===== config.mk =====
export PLATFORM = sky130hd
export DESIGN_NAME = fb_writer_flat
export DESIGN_NICKNAME = d
export VERILOG_FILES = /design/src/rtl/fb_pkg.sv /design/src/rtl/fb_writer_if.sv /design/src/rtl/fb_writer_sync_fall_det.sv /design/src/rtl/fb_writer.sv /design/src/flat_wrapper.sv
export SDC_FILE = /design/constraint.sdc
export NUM_CORES = 1
export LEC_CHECK = 0
export BUFFER_PORTS_ARGS = -buffer_cell sky130_fd_sc_hd__clkbuf_2
export CAP_MARGIN = 20
export CORE_ASPECT_RATIO = 0.5
export CORE_MARGIN = 4
export CORE_UTILIZATION = 30
export DETAILED_ROUTE_END_ITERATION = 16
export PLACE_DENSITY = 0.54
export SLEW_MARGIN = 15
export SYNTH_ARGS = -nofsm -noshare
export SYNTH_HDL_FRONTEND = slang
export SYNTH_SLANG_ARGS = --single-unit

===== constraint.sdc =====
create_clock -name iCLK -period 1.8 [get_ports iCLK]
set_input_delay 0.18 -clock iCLK [delete_from_list [all_inputs] [get_ports iCLK]]
set_output_delay 0.18 -clock iCLK [all_outputs]
set_load 0.02 [all_outputs]

===== src/rtl/fb_pkg.sv =====
`default_nettype none
// ============================================================================
// Package    : fb_pkg
// Description: Shared sizes, pixel type, command opcodes and writer states
//              for the frame-buffer write engine.
// Revision   : 1.0
// ============================================================================
package fb_pkg;

   localparam int FB_DIM  = 256;
   localparam int COLOR_W = 12;
   localparam int XY_W    = 8;
   localparam int ADDR_W  = 2*XY_W + 1;
   localparam int CNT_W   = 2*XY_W;
   localparam int DATA_W  = 3*COLOR_W;

   typedef struct packed {
      logic [COLOR_W-1:0] r;
      logic [COLOR_W-1:0] g;
      logic [COLOR_W-1:0] b;
   } pixel_t;

   typedef enum logic [1:0] {
      OP_WRITE = 2'b00,
      OP_CLEAR = 2'b01,
      OP_SWAP  = 2'b10,
      OP_RSVD  = 2'b11
   } fb_op_e;

   typedef enum logic [1:0] {
      IDLE      = 2'd0,
      CLEAR     = 2'd1,
      SWAP_WAIT = 2'd2
   } fb_state_e;

   // RAM word address: buffer select above row above column.
   function automatic logic [ADDR_W-1:0] fb_addr(input logic sel,
                                                  input logic [XY_W-1:0] y,
                                                  input logic [XY_W-1:0] x);
      return {sel, y, x};
   endfunction

endpackage
`default_nettype wire


===== src/rtl/fb_writer_if.sv =====
`default_nettype none
// ============================================================================
// Interface  : fb_writer_if
// Description: CPU command channel (valid/ready) into the frame-buffer writer.
// Revision   : 1.0
// ============================================================================
interface fb_writer_if;
   import fb_pkg::*;

   logic             iCMD_VALID;
   logic             oCMD_READY;
   fb_op_e           iCMD_OP;
   logic [XY_W-1:0]  iCMD_X;
   logic [XY_W-1:0]  iCMD_Y;
   pixel_t           iCMD_RGB;

   modport master (
      output iCMD_VALID, iCMD_OP, iCMD_X, iCMD_Y, iCMD_RGB,
      input  oCMD_READY
   );

   modport slave (
      input  iCMD_VALID, iCMD_OP, iCMD_X, iCMD_Y, iCMD_RGB,
      output oCMD_READY
   );

endinterface
`default_nettype wire


===== src/rtl/fb_writer_sync_fall_det.sv =====
`default_nettype none
// ============================================================================
// Module     : sync_fall_det
// Description: Falling-edge detector on a signal already in the clk domain.
// Revision   : 1.0
// ============================================================================
module sync_fall_det (
   input  logic clk_i,
   input  logic rst_i,
   input  logic sig_i,
   output logic fall_o
);

   logic sig_q;

   always_ff @(posedge clk_i) begin
      if (rst_i) begin
         sig_q <= 1'b0;
      end else begin
         sig_q <= sig_i;
      end
   end

   // Same-cycle indication so the consumer can act on the edge that follows.
   assign fall_o = sig_q & ~sig_i;

endmodule
`default_nettype wire


===== src/rtl/fb_writer.sv =====
`default_nettype none
// ============================================================================
// Module     : fb_writer
// Description: Write engine for the double-buffered 256x256 frame RAM:
//              pixel writes, full-buffer clears, vsync-aligned buffer swaps.
// Revision   : 1.0
// ============================================================================
module fb_writer
   import fb_pkg::*;
(
   input  logic              iCLK,
   input  logic              iRST,
   fb_writer_if.slave        cmd,
   input  logic              iVGA_V_SYNC,
   output logic              oWR_EN,
   output logic [ADDR_W-1:0] oWR_ADDR,
   output logic [DATA_W-1:0] oWR_DATA,
   output logic              oFRONT_SEL,
   output logic              oBUSY,
   output logic              oSWAP_DONE
);

   localparam logic [CNT_W-1:0] CNT_MAX = '1;

   fb_state_e         state_q;
   logic              ready_q;
   logic              busy_q;
   logic              wr_en_q;
   logic [ADDR_W-1:0] wr_addr_q;
   logic [DATA_W-1:0] wr_data_q;
   logic              front_q;
   logic              swap_done_q;
   logic [CNT_W-1:0]  cnt_q;
   logic [CNT_W-1:0]  cnt_d;
   logic              accept_d;
   logic              back_d;
   logic              vs_fall;

   sync_fall_det u_vs_fall (
      .clk_i  (iCLK),
      .rst_i  (iRST),
      .sig_i  (iVGA_V_SYNC),
      .fall_o (vs_fall)
   );

   always_comb begin
      accept_d = cmd.iCMD_VALID & ready_q;
      back_d   = ~front_q;
      cnt_d    = cnt_q + 1'b1;
   end

   always_ff @(posedge iCLK) begin
      if (iRST) begin
         state_q     <= IDLE;
         ready_q     <= 1'b0;
         busy_q      <= 1'b0;
         wr_en_q     <= 1'b0;
         wr_addr_q   <= '0;
         wr_data_q   <= '0;
         front_q     <= 1'b0;
         swap_done_q <= 1'b0;
         cnt_q       <= '0;
      end else begin
         wr_en_q     <= 1'b0;
         swap_done_q <= 1'b0;
         unique case (state_q)
            IDLE: begin
               ready_q <= 1'b1;
               busy_q  <= 1'b0;
               if (accept_d) begin
                  unique case (cmd.iCMD_OP)
                     OP_WRITE: begin
                        wr_en_q   <= 1'b1;
                        wr_addr_q <= fb_addr(back_d, cmd.iCMD_Y, cmd.iCMD_X);
                        wr_data_q <= cmd.iCMD_RGB;
                     end
                     OP_CLEAR: begin
                        state_q   <= CLEAR;
                        ready_q   <= 1'b0;
                        busy_q    <= 1'b1;
                        wr_en_q   <= 1'b1;
                        cnt_q     <= '0;
                        wr_addr_q <= {back_d, {CNT_W{1'b0}}};
                        wr_data_q <= cmd.iCMD_RGB;
                     end
                     OP_SWAP: begin
                        state_q <= SWAP_WAIT;
                        ready_q <= 1'b0;
                        busy_q  <= 1'b1;
                     end
                     default: ;
                  endcase
               end
            end
            CLEAR: begin
               // Buffer select and fill colour stay frozen in the write registers.
               if (cnt_q == CNT_MAX) begin
                  state_q <= IDLE;
                  ready_q <= 1'b1;
                  busy_q  <= 1'b0;
               end else begin
                  cnt_q     <= cnt_d;
                  wr_en_q   <= 1'b1;
                  wr_addr_q <= {wr_addr_q[ADDR_W-1], cnt_d};
               end
            end
            SWAP_WAIT: begin
               if (vs_fall) begin
                  front_q     <= ~front_q;
                  swap_done_q <= 1'b1;
                  state_q     <= IDLE;
                  ready_q     <= 1'b1;
                  busy_q      <= 1'b0;
               end
            end
            default: begin
               state_q <= IDLE;
               ready_q <= 1'b1;
               busy_q  <= 1'b0;
            end
         endcase
      end
   end

   assign cmd.oCMD_READY = ready_q;
   assign oWR_EN         = wr_en_q;
   assign oWR_ADDR       = wr_addr_q;
   assign oWR_DATA       = wr_data_q;
   assign oFRONT_SEL     = front_q;
   assign oBUSY          = busy_q;
   assign oSWAP_DONE     = swap_done_q;

endmodule
`default_nettype wire


===== src/flat_wrapper.sv =====
// flat-port wrapper written by rule: the top's interface ports become plain ports
module fb_writer_flat import fb_pkg::*;
  (iCLK, iRST, iVGA_V_SYNC, oWR_EN, oWR_ADDR, oWR_DATA, oFRONT_SEL, oBUSY, oSWAP_DONE, cmd_iCMD_VALID, cmd_iCMD_OP, cmd_iCMD_X, cmd_iCMD_Y, cmd_iCMD_RGB, cmd_oCMD_READY);
  fb_writer_if cmd_i ();
  input  logic iCLK;
  input  logic iRST;
  input  logic iVGA_V_SYNC;
  output logic oWR_EN;
  output logic [ADDR_W-1:0] oWR_ADDR;
  output logic [DATA_W-1:0] oWR_DATA;
  output logic oFRONT_SEL;
  output logic oBUSY;
  output logic oSWAP_DONE;
  input wire logic [$bits(cmd_i.iCMD_VALID)-1:0] cmd_iCMD_VALID;
  input wire logic [$bits(cmd_i.iCMD_OP)-1:0] cmd_iCMD_OP;
  input wire logic [$bits(cmd_i.iCMD_X)-1:0] cmd_iCMD_X;
  input wire logic [$bits(cmd_i.iCMD_Y)-1:0] cmd_iCMD_Y;
  input wire logic [$bits(cmd_i.iCMD_RGB)-1:0] cmd_iCMD_RGB;
  output wire logic [$bits(cmd_i.oCMD_READY)-1:0] cmd_oCMD_READY;
  assign cmd_i.iCMD_VALID = cmd_iCMD_VALID;
  assign cmd_i.iCMD_OP = cmd_iCMD_OP;
  assign cmd_i.iCMD_X = cmd_iCMD_X;
  assign cmd_i.iCMD_Y = cmd_iCMD_Y;
  assign cmd_i.iCMD_RGB = cmd_iCMD_RGB;
  assign cmd_oCMD_READY = cmd_i.oCMD_READY;
  fb_writer u_core (.iCLK(iCLK), .iRST(iRST), .cmd(cmd_i), .iVGA_V_SYNC(iVGA_V_SYNC), .oWR_EN(oWR_EN), .oWR_ADDR(oWR_ADDR), .oWR_DATA(oWR_DATA), .oFRONT_SEL(oFRONT_SEL), .oBUSY(oBUSY), .oSWAP_DONE(oSWAP_DONE));
endmodule

==> out/metrics.sh, run 1 <==
RUN_STATUS='finished with violations'
FAILING_CHECKS='negative setup slack'
FIRSTDRTPASSITERS=6
CLKTRANSATPATHREGS_NS=0.06
IO_PINS=116
OVERFLOW=0
GRT_USAGE_PCT=15.8
DRTITER0DRC=223
WHS_ENDPOINT='u_core.oWR_DATA[5]$_SDFFE_PP0P_'
WORST-ENDPOINT-ARRIVAL_NS=2.00
POWER.IR.VDD_WORST_mV=0.387
FINAL_LAYOUT_SIZE_SUFFIX_GT1_SHARE_PCT=39.9
ROUTED_WIRE_LENGTH_PER_INSTANCE_UM=14.6
CHIP_WIDTH_UM=157
LAYOUT_COMMONEST_CELL='clkbuf_2'
INITIAL_CORE_UTIL_PCT=31.6
HOLDPATHSTAGES=3
FINCLKSKEW_NS=0.00690
CRITICAL_REGISTER_TO_REGISTER_PATH_ENDPOINT='u_core.oWR_ADDR[12]$_SDFFE_PP0P_'
GRT_START_MAX_NET_PINS=78
HPWL_UM=6880
WIRE_LENGTH_OF_THE_FIRST_GLOBAL_ROUTING_PASS_UM=16200
WORSTHOLDSTART='cmd_iCMD_RGB[5]'
ROUTE.FINAL.WIRE_LENGTH_UM=10300
YOSYSSEQAREASHARE_PCT=46.4
FIN_CRIT_SH_PCT=101
DRV_SLEW=0
RSZ0062_AT_GRT='yes'
WORST_SETUP_SLACK_FINAL_NS=-0.00936
SYN_AREA_UM2=3320
SYNTH_SEQ_CELLS=77
CLOCK_TREE.HTREE_LEVEL_COUNT=3
FLOORPLAN.CORE_AREA_UM2=10500
REQ_TIME_CRIT_PATH_NS=1.99
RELSLEWSLACK_PCT=62.5
FINISH.NET_COUNT=623
CLOCK.FMAX_MHz=553
WORST_R2R_PATH_DEPTH=6
PORTBUFFERS=115
FINALSETUPVIOLCOUNT=2
CLKLATENCYLATEPIN_NS=0.33
LAYOUT.CORE_UTILIZATION_PCT=46.5
RR_STARTPOINT='u_core.cnt_q[3]$_SDFFE_PP0P_'
PLACE_CONGESTION=0.773
NUM_ANTENNA_CELLS=0
POWER_DENSITY_nW_PER_UM2=878
NUM_VIAS=3419
FIN_TNS_SETUP_NS=-0.0178
FINAL_CELL_MIX='115 x clkbuf_2, 93 x nand2_1, 66 x dfxtp_1'
TRITONCTS.NUM_BUFFERS=9
SYNTH_WARNINGS=0
FP.DIEAREA_UM2=12900
NUMBER_OF_ANTENNA_VIOLATIONS_AT_THE_FIRST_CHECK_IN_GLOBAL_ROUTING=0
POST_ROUTE_ANTENNA_NET_VIOLATION_COUNT=0
ROUTED_VIA_DENSITY=4.84
FLOW.AREA_GROWTH_FROM_SYNTHESIS_PCT=47.1
CRITPATHLAUNCHTYPE='flip-flop'
LAYOUT_MIN_CYCLE_TIME_NS=1.81
PATH_CLASS='reg -> reg'
TYPE_OF_DESTINATION_OF_THE_CRITICAL_PATH='flip-flop'
SYNTH.NET_COUNT=473
DRCVIOLATIONCOUNT=0
SYNTH_AREA_PER_CELL_UM2=8.08
TRITONCTS_CLOCK_TREE='yes'
TIMING_WORST_SLEW_PIN_VALUE_NS=0.560
REG2REG_SLACK_NS=-0.009
CORE.ROWCOUNT=26
CLOCK_PATH_BUFFERS=2
MIN-DELAY-PATH-CLASS='in -> reg'
CTS.SINKS=77
POWER.LEAKAGE_nW=2.00
ROOT_BUFFER='clkbuf_16'
SYNTH_CELLS=411
GRT_PASS1_VIAS=3190
NETLIST-CELL-TYPE-COUNT=39
HOLD_VIOL_FINAL=0
CRIT_PATH_MAX_FANOUT=6
DIE-HEIGHT_UM=82.4
MAX_CAP_VIOL_COUNT=0
-- repair_timing --
| item | 4_1_cts | 5_1_grt |
|---|---|---|
| hold buffers | 0 | 0 |
| buffers inserted | 0 | 1 |
| gates cloned | 1 | 2 |
| pin swaps | 5 | 9 |
| endpoints found under the setup margin | 19 | 31 |
| gates resized for setup | 8 | 39 |
-- cells in the mapped netlist --
cell	n	area share [%]
a211oi_1	10	2.3
a211oi_2	3	1.1
a21bo_2	1	0.30
a21oi_1	62	9.3
a22oi_1	2	0.45
a2bb2oi_2	1	0.45
a311oi_2	4	1.8
a31oi_1	7	1.3
a32oi_1	1	0.26
and3_1	5	0.94
and4_1	2	0.53
and4bb_2	1	0.38
buf_2	1	0.15
buf_4	2	0.45
buf_6	2	0.68
clkbuf_1	22	2.5
dfxtp_1	77	46
ha_1	4	1.5
inv_1	4	0.45
mux2i_1	3	0.90
nand2_1	95	11
nand2b_1	4	0.75
nand3_1	7	1.1
nand4_1	4	0.75
nand4_2	1	0.38
nand4bb_1	1	0.34
nor2_1	34	3.8
nor2b_1	3	0.57
nor3_1	8	1.2
nor3b_1	1	0.23
nor4_1	5	0.94
o21a_1	2	0.45
o21ai_0	12	1.8
o21ai_1	2	0.30
o31a_1	2	0.53
or3_1	6	1.1
or4_4	1	0.34
xnor2_1	5	1.3
xor2_1	4	1.1
-- routing by layer --
metal,GRT usage [%],part of all wire [%]
met5,0,0
met3,4.37,4.9
met2,26.4,47
met1,20.1,48
met4,4.59,1.0
-- cell families after synthesis --
kind of cell / Yosys count / synth area share [%]
fa+ha+maj: 4 / 1.51
xor+xnor: 9 / 2.37
simple gates: 178 / 24.1
mux: 3 / 0.905
compound gates: 109 / 20.4
buf+inv: 31 / 4.22
flops: 77 / 46.4
-- through the flow --
step	total power, W	setup WS [ns]	instance area (um^2)	cells	hold WS, ns
2_1_floorplan	0.00212	0.00373	3360	411	0.308
3_3_place_gp	0.00232	-0.149	4360	686	0.404
3_5_place_dp	0.00233	-0.207	4360	686	0.409
4_1_cts	0.00433	-0.0211	4730	703	0.0475
5_1_grt	0.00448	-0.0779	4880	706	0.0481
6_report	0.00429	-0.00936	4880	706	0.0645
-- worst max-delay path by stage --
stage / slack [ns] / start / endpoint
after floorplan: 0.004 / u_core.cnt_q[7]$_SDFFE_PP0P_ / u_core.oWR_ADDR[14]$_SDFFE_PP0P_
after global placement: -0.15 / cmd_iCMD_OP[0] / u_core.oWR_ADDR[9]$_SDFFE_PP0P_
after detailed placement: -0.21 / cmd_iCMD_OP[0] / u_core.oWR_ADDR[9]$_SDFFE_PP0P_
after CTS: -0.02 / u_core.cnt_q[1]$_SDFFE_PP0P_ / u_core.oWR_ADDR[12]$_SDFFE_PP0P_
after global routing: -0.08 / u_core.cnt_q[7]$_SDFFE_PP0P_ / u_core.oWR_ADDR[12]$_SDFFE_PP0P_
final: -0.009 / u_core.cnt_q[3]$_SDFFE_PP0P_ / u_core.oWR_ADDR[12]$_SDFFE_PP0P_
-- where the power goes --
part / leakage, nW / switching (W) / internal, W
combinational: 1.21 / 0.000310 / 0.000207
clock: 0.154 / 0.000714 / 0.00126
sequential: 0.631 / 0.0000347 / 0.00176
total: 2.00 / 0.00106 / 0.00323
-- critical path, stage by stage (launching register included) --
cell      delay, ns
dfxtp_2        0.35
nand4_4        0.11
or4_4          0.64
buf_4          0.19
xnor2_2        0.12
a21oi_2        0.16
a211oi_2       0.08
-- sequential cells by signal (all words and copies together), names as in the netlist --
signal,flops
u_core.oBUSY,1
u_core.oWR_EN,1
u_core.oWR_DATA,36
u_core.state_q,2
u_core.u_vs_fall.sig_q,1
u_core.oWR_ADDR,17
u_core.cmd.oCMD_READY,1
u_core.oFRONT_SEL,1
u_core.oSWAP_DONE,1
u_core.cnt_q,16
-- cell type report --
| cell class | count | area, um^2 |
|---|---|---|
| Multi-Input combinational cell | 305 | 1840 |
| Clock buffer | 13 | 250 |
| Timing Repair Buffer | 164 | 976 |
| Fill cell | 1066 | 5620 |
| Sequential cell | 77 | 1560 |
| Clock inverter | 3 | 68.8 |
| Inverter | 4 | 15.0 |
| Tap cell | 140 | 175 |
No activity file was read; power rests on OpenSTA's default activity.
==> run 2: changes to the inputs <==
--- a/config.mk
+++ b/config.mk
@@ -7,12 +7,13 @@
 export LEC_CHECK = 0
 export BUFFER_PORTS_ARGS = -buffer_cell sky130_fd_sc_hd__clkbuf_2
 export CAP_MARGIN = 20
-export CORE_ASPECT_RATIO = 0.5
 export CORE_MARGIN = 4
 export CORE_UTILIZATION = 30
+export CTS_CLUSTER_SIZE = 14
 export DETAILED_ROUTE_END_ITERATION = 16
 export PLACE_DENSITY = 0.54
 export SLEW_MARGIN = 15
 export SYNTH_ARGS = -nofsm -noshare
 export SYNTH_HDL_FRONTEND = slang
+export SYNTH_HIERARCHICAL = 1
 export SYNTH_SLANG_ARGS = --single-unit
==> out/metrics.sh, run 2 <==
RUN_STATUS='finished, final reports clean'
CLOCK.FMAX_MHz=557  # +0.74%
SYNTH.LARGEST_AREA_CELL='dfxtp_1'
CTS.SINKS=77  # unchanged
SYNTH_TOP_AREA_SHARE_PCT=44.3  # -2.1 points
HOLD_VIOL_FINAL=0  # unchanged
ROUTED_VIA_DENSITY=5.05  # +4.3%
CLOCK_PATH_BUFFERS=2  # unchanged
CLOCK_TREE.HTREE_LEVEL_COUNT=3  # unchanged
SYNTH_CELLS=433  # +5.4%
MULTI_INPUT_COMB_AREA_UM2=1870  # +1.9%
RR_STARTPOINT='u_core/cnt_q[1]$_SDFFE_PP0P_'
ROUTE.FINAL.WIRE_LENGTH_UM=10700  # +3.9%
POWER_DENSITY_nW_PER_UM2=850  # -3.1%
WORST-ENDPOINT-ARRIVAL_NS=2.01  # about the same
PATH_CLASS='reg -> reg'
SYNTH.NET_COUNT=495  # +4.7%
SYNTH_ENABLE_FLOP_CELLS=0  # unchanged
NUMBER_OF_ANTENNA_VIOLATIONS_AT_THE_FIRST_CHECK_IN_GLOBAL_ROUTING=0  # unchanged
CELL_WITH_THE_MOST_INSTANCES_AFTER_SYNTHESIS='nand2_1'
FP.DIEAREA_UM2=13400  # +3.6%
WIRE_LENGTH_OF_THE_FIRST_GLOBAL_ROUTING_PASS_UM=17200  # +6.5%
SYNTHTOPCELLSBYCOUNT='88 x nand2_1, 77 x dfxtp_1, 65 x a21oi_1, 24 x clkbuf_1, 20 x o21ai_0'
YOSYSSEQAREASHARE_PCT=44.3  # -2.1 points
CRIT_PATH_MAX_FANOUT=8  # +2
HOLDPATHSTAGES=3  # unchanged
CP-ENDPOINT='u_core/oWR_ADDR[3]$_SDFFE_PP0P_'
FILL_CELLS=1170  # +9.8%
DRV_SLEW=0  # unchanged
CRITICAL_PATH.STARTPOINT='u_core/cnt_q[1]$_SDFFE_PP0P_'
LARGEST_REGISTER_FFS=36  # unchanged
INITIAL_CORE_UTIL_PCT=30.6  # -1.0 points
SLOWEST_DELAY_NS=0.41  # -0.23 ns
GRT_PASS1_VIAS=3508  # +10%
FINAL_LAYOUT_SIZE_SUFFIX_GT1_SHARE_PCT=37.0  # -2.9 points
POWER.LEAKAGE_nW=2.07  # +3.9%
FIN_CRIT_SH_PCT=99.8  # -0.74 points
HPWL_UM=7700  # +12%
SYNTH_WARNINGS=6  # +6
IO_PINS=116  # unchanged
WORSTHOLDSTART='cmd_iCMD_RGB[11]'
NUM_VIAS=3658  # +7.0%
MIN-DELAY-PATH-CLASS='in -> reg'
REQ_TIME_CRIT_PATH_NS=2.01  # +0.02 ns
FINALSETUPVIOLCOUNT=0  # -2
RSZ0062_AT_GRT='yes'
NETLIST-CELL-TYPE-COUNT=47  # +21%
TRITONCTS_CLOCK_TREE='yes'
POWER.IR.VDD_WORST_mV=0.493  # +27%
GRT_START_MAX_NET_PINS=37  # -53%
FINCLKSKEW_NS=0.00562  # -0.00128 ns
ROOT_BUFFER='clkbuf_16'
YOSYS_MOST_USED_DFF='dfxtp_1'
CLKTRANSATPATHREGS_NS=0.06  # about the same
LAYOUT_COMMONEST_CELL='clkbuf_2'
POST_ROUTE_ANTENNA_NET_VIOLATION_COUNT=0  # unchanged
TIMING_WORST_SLEW_PIN_VALUE_NS=0.417  # -0.144 ns
GRT_USAGE_PCT=16.3  # +0.52 points
REG2REG_SLACK_NS=0.004  # about the same
PLACED_CELL_AREA_UM2=4520  # +3.8%
CRITPATHLAUNCHTYPE='flip-flop'
SYN_AREA_UM2=3480  # +4.7%
TRITONCTS.NUM_BUFFERS=9  # unchanged
SYNTH_SEQ_CELLS=77  # unchanged
DRTITER0DRC=167  # -25%
OVERFLOW=0  # unchanged
FINISH.NET_COUNT=639  # +2.6%
CORE.ROWCOUNT=39  # +50%
DIE-HEIGHT_UM=116  # +40%
MAX_CAP_VIOL_COUNT=0  # unchanged
FINAL_CELL_MIX='115 x clkbuf_2, 88 x nand2_1, 74 x dfxtp_1'
YS_ASYNC_SR_FRACTION_PCT=0  # unchanged
FIRSTDRTPASSITERS=4  # -2
LAYOUT_MIN_CYCLE_TIME_NS=1.80  # -0.0134 ns
FLOW.AREA_GROWTH_FROM_SYNTHESIS_PCT=44.0
FINALINSTANCEAREA_UM2=5010  # +2.5%
DRCVIOLATIONCOUNT=0  # unchanged
TYPE_OF_DESTINATION_OF_THE_CRITICAL_PATH='flip-flop'
CRITICAL_REGISTER_TO_REGISTER_PATH_ENDPOINT='u_core/oWR_ADDR[3]$_SDFFE_PP0P_'
NUM_ANTENNA_CELLS=0  # unchanged
PLACE_CONGESTION=0.819  # +6.0%
SLOWEST_STAGE='o41a_1'
CRIT_PATH_CELL_TRACE='ha_4 > nand4_1 > buf_6 > o41a_1 > clkbuf_16 > a21oi_2 > a211oi_2'
WORST_R2R_PATH_DEPTH=7  # +1
ROUTED_WIRE_LENGTH_PER_INSTANCE_UM=14.8  # +1.4%
SYNTH_AREA_PER_CELL_UM2=8.03  # -0.61%
FLOORPLAN.CORE_AREA_UM2=11400  # +8.2%
CHIP_WIDTH_UM=116  # -26%
FINAL-SEQ-AREA_UM2=1550  # -1.1%
POWER.TOTAL_W=0.00426  # -0.71%
SYNTH_AREA_LEADERS='dfxtp_1 44%, nand2_1 9.5%, a21oi_1 9.4%, a311oi_1 3.0%, o21ai_0 2.9%'
RELSLEWSLACK_PCT=72.2  # +9.7 points
PORTBUFFERS=115  # unchanged
CLKLATENCYLATEPIN_NS=0.34  # about the same
HOLDBUFCOUNTCTS=0  # unchanged
-- run 2: cell count changes in the layout (fill, tap and decap cells not counted), moves of 7 or more --
cell      previous run  this run
a311oi_1             0        12
o21ai_0              8        17
nor4_1               2         9
a21oi_2              2         9
nor2_1              28        13
dfxtp_1             66        74
a21oi_1             60        51
inv_1                3        11
-- run 2: cell families after synthesis --
family | count (synthesis) | synth area share, %
buffers and inverters | 47 | 5.94
DFF | 77 | 44.3
AOI/OAI and AO/OA | 131 | 23.5
xor gates and xnor gates | 4 | 1.01
and+or+nand+nor | 166 | 22.6
muxes | 4 | 1.15
adders and majority gates | 4 | 1.44
-- run 2: how the worst min path moves through the flow --
| stage | to |
|---|---|
| CTS | u_core/oWR_DATA[9]$_SDFFE_PP0P_ |
| global placement | u_core/oWR_DATA[7]$_SDFFE_PP0P_ |
| global route | u_core/oWR_DATA[19]$_SDFFE_PP0P_ |
| finish | u_core/oWR_DATA[11]$_SDFFE_PP0P_ |
| detailed placement | u_core/oWR_DATA[9]$_SDFFE_PP0P_ |
| floorplan | u_core/u_vs_fall/sig_q$_SDFF_PP0_ |
-- run 2: layout make-up --
type	instances	share of cell area, %
Multi-Input combinational cell	309	37.4
Tap cell	143	3.57
Clock inverter	6	1.77
Inverter	11	0.825
Timing Repair Buffer	169	21.1
Clock buffer	9	4.50
Sequential cell	77	30.9
-- run 2: power breakdown --
| group | internal, W | switching [W] | total [W] |
|---|---|---|---|
| Sequential | 0.00177 | 0.0000403 | 0.00181 |
| Combinational | 0.000213 | 0.000299 | 0.000513 |
| Clock | 0.00121 | 0.000731 | 0.00194 |
| Total | 0.00319 | 0.00107 | 0.00426 |
-- run 2: timing repair --
action	4_1_cts	5_1_grt
gates cloned	0	1
setup buffers	0	1
endpoints found under the setup margin	11	27
pin swaps	1	7
resized for setup	3	30
-- run 2: per-stage QoR --
| stage | hold slack, ns | std cells | setup TNS (ns) | utilization, % | setup slack [ns] |
|---|---|---|---|---|---|
| 5_1_grt | 0.0522 | 724 | -1.22 | 44.0 | -0.0792 |
| 3_5_place_dp | 0.408 | 707 | -0.0916 | 39.8 | -0.0290 |
| 4_1_cts | 0.0414 | 722 | -0.0400 | 42.6 | -0.0210 |
| 3_3_place_gp | 0.402 | 707 | 0 | 39.8 | 0.0304 |
| 2_1_floorplan | 0.246 | 433 | 0 | - | 0.00832 |
| 6_report | 0.0536 | 724 | 0 | 44.0 | 0.00400 |
-- run 2: critical path: cells and delay by family, from the launching register on --
family	cells	cell delay, ns
flops	1	0.35
fa+ha+maj	1	0.13
buf+inv	2	0.41
simple gates	1	0.18
compound gates	3	0.60
-- run 2: layer usage --
metal,up-vias,share of wire (%),track usage [%]
met2,124,43,25.0
li1,1832,-,-
met4,0,2.3,6.57
met5,-,0,0
met1,1684,46,20.9
met3,18,8.9,5.69
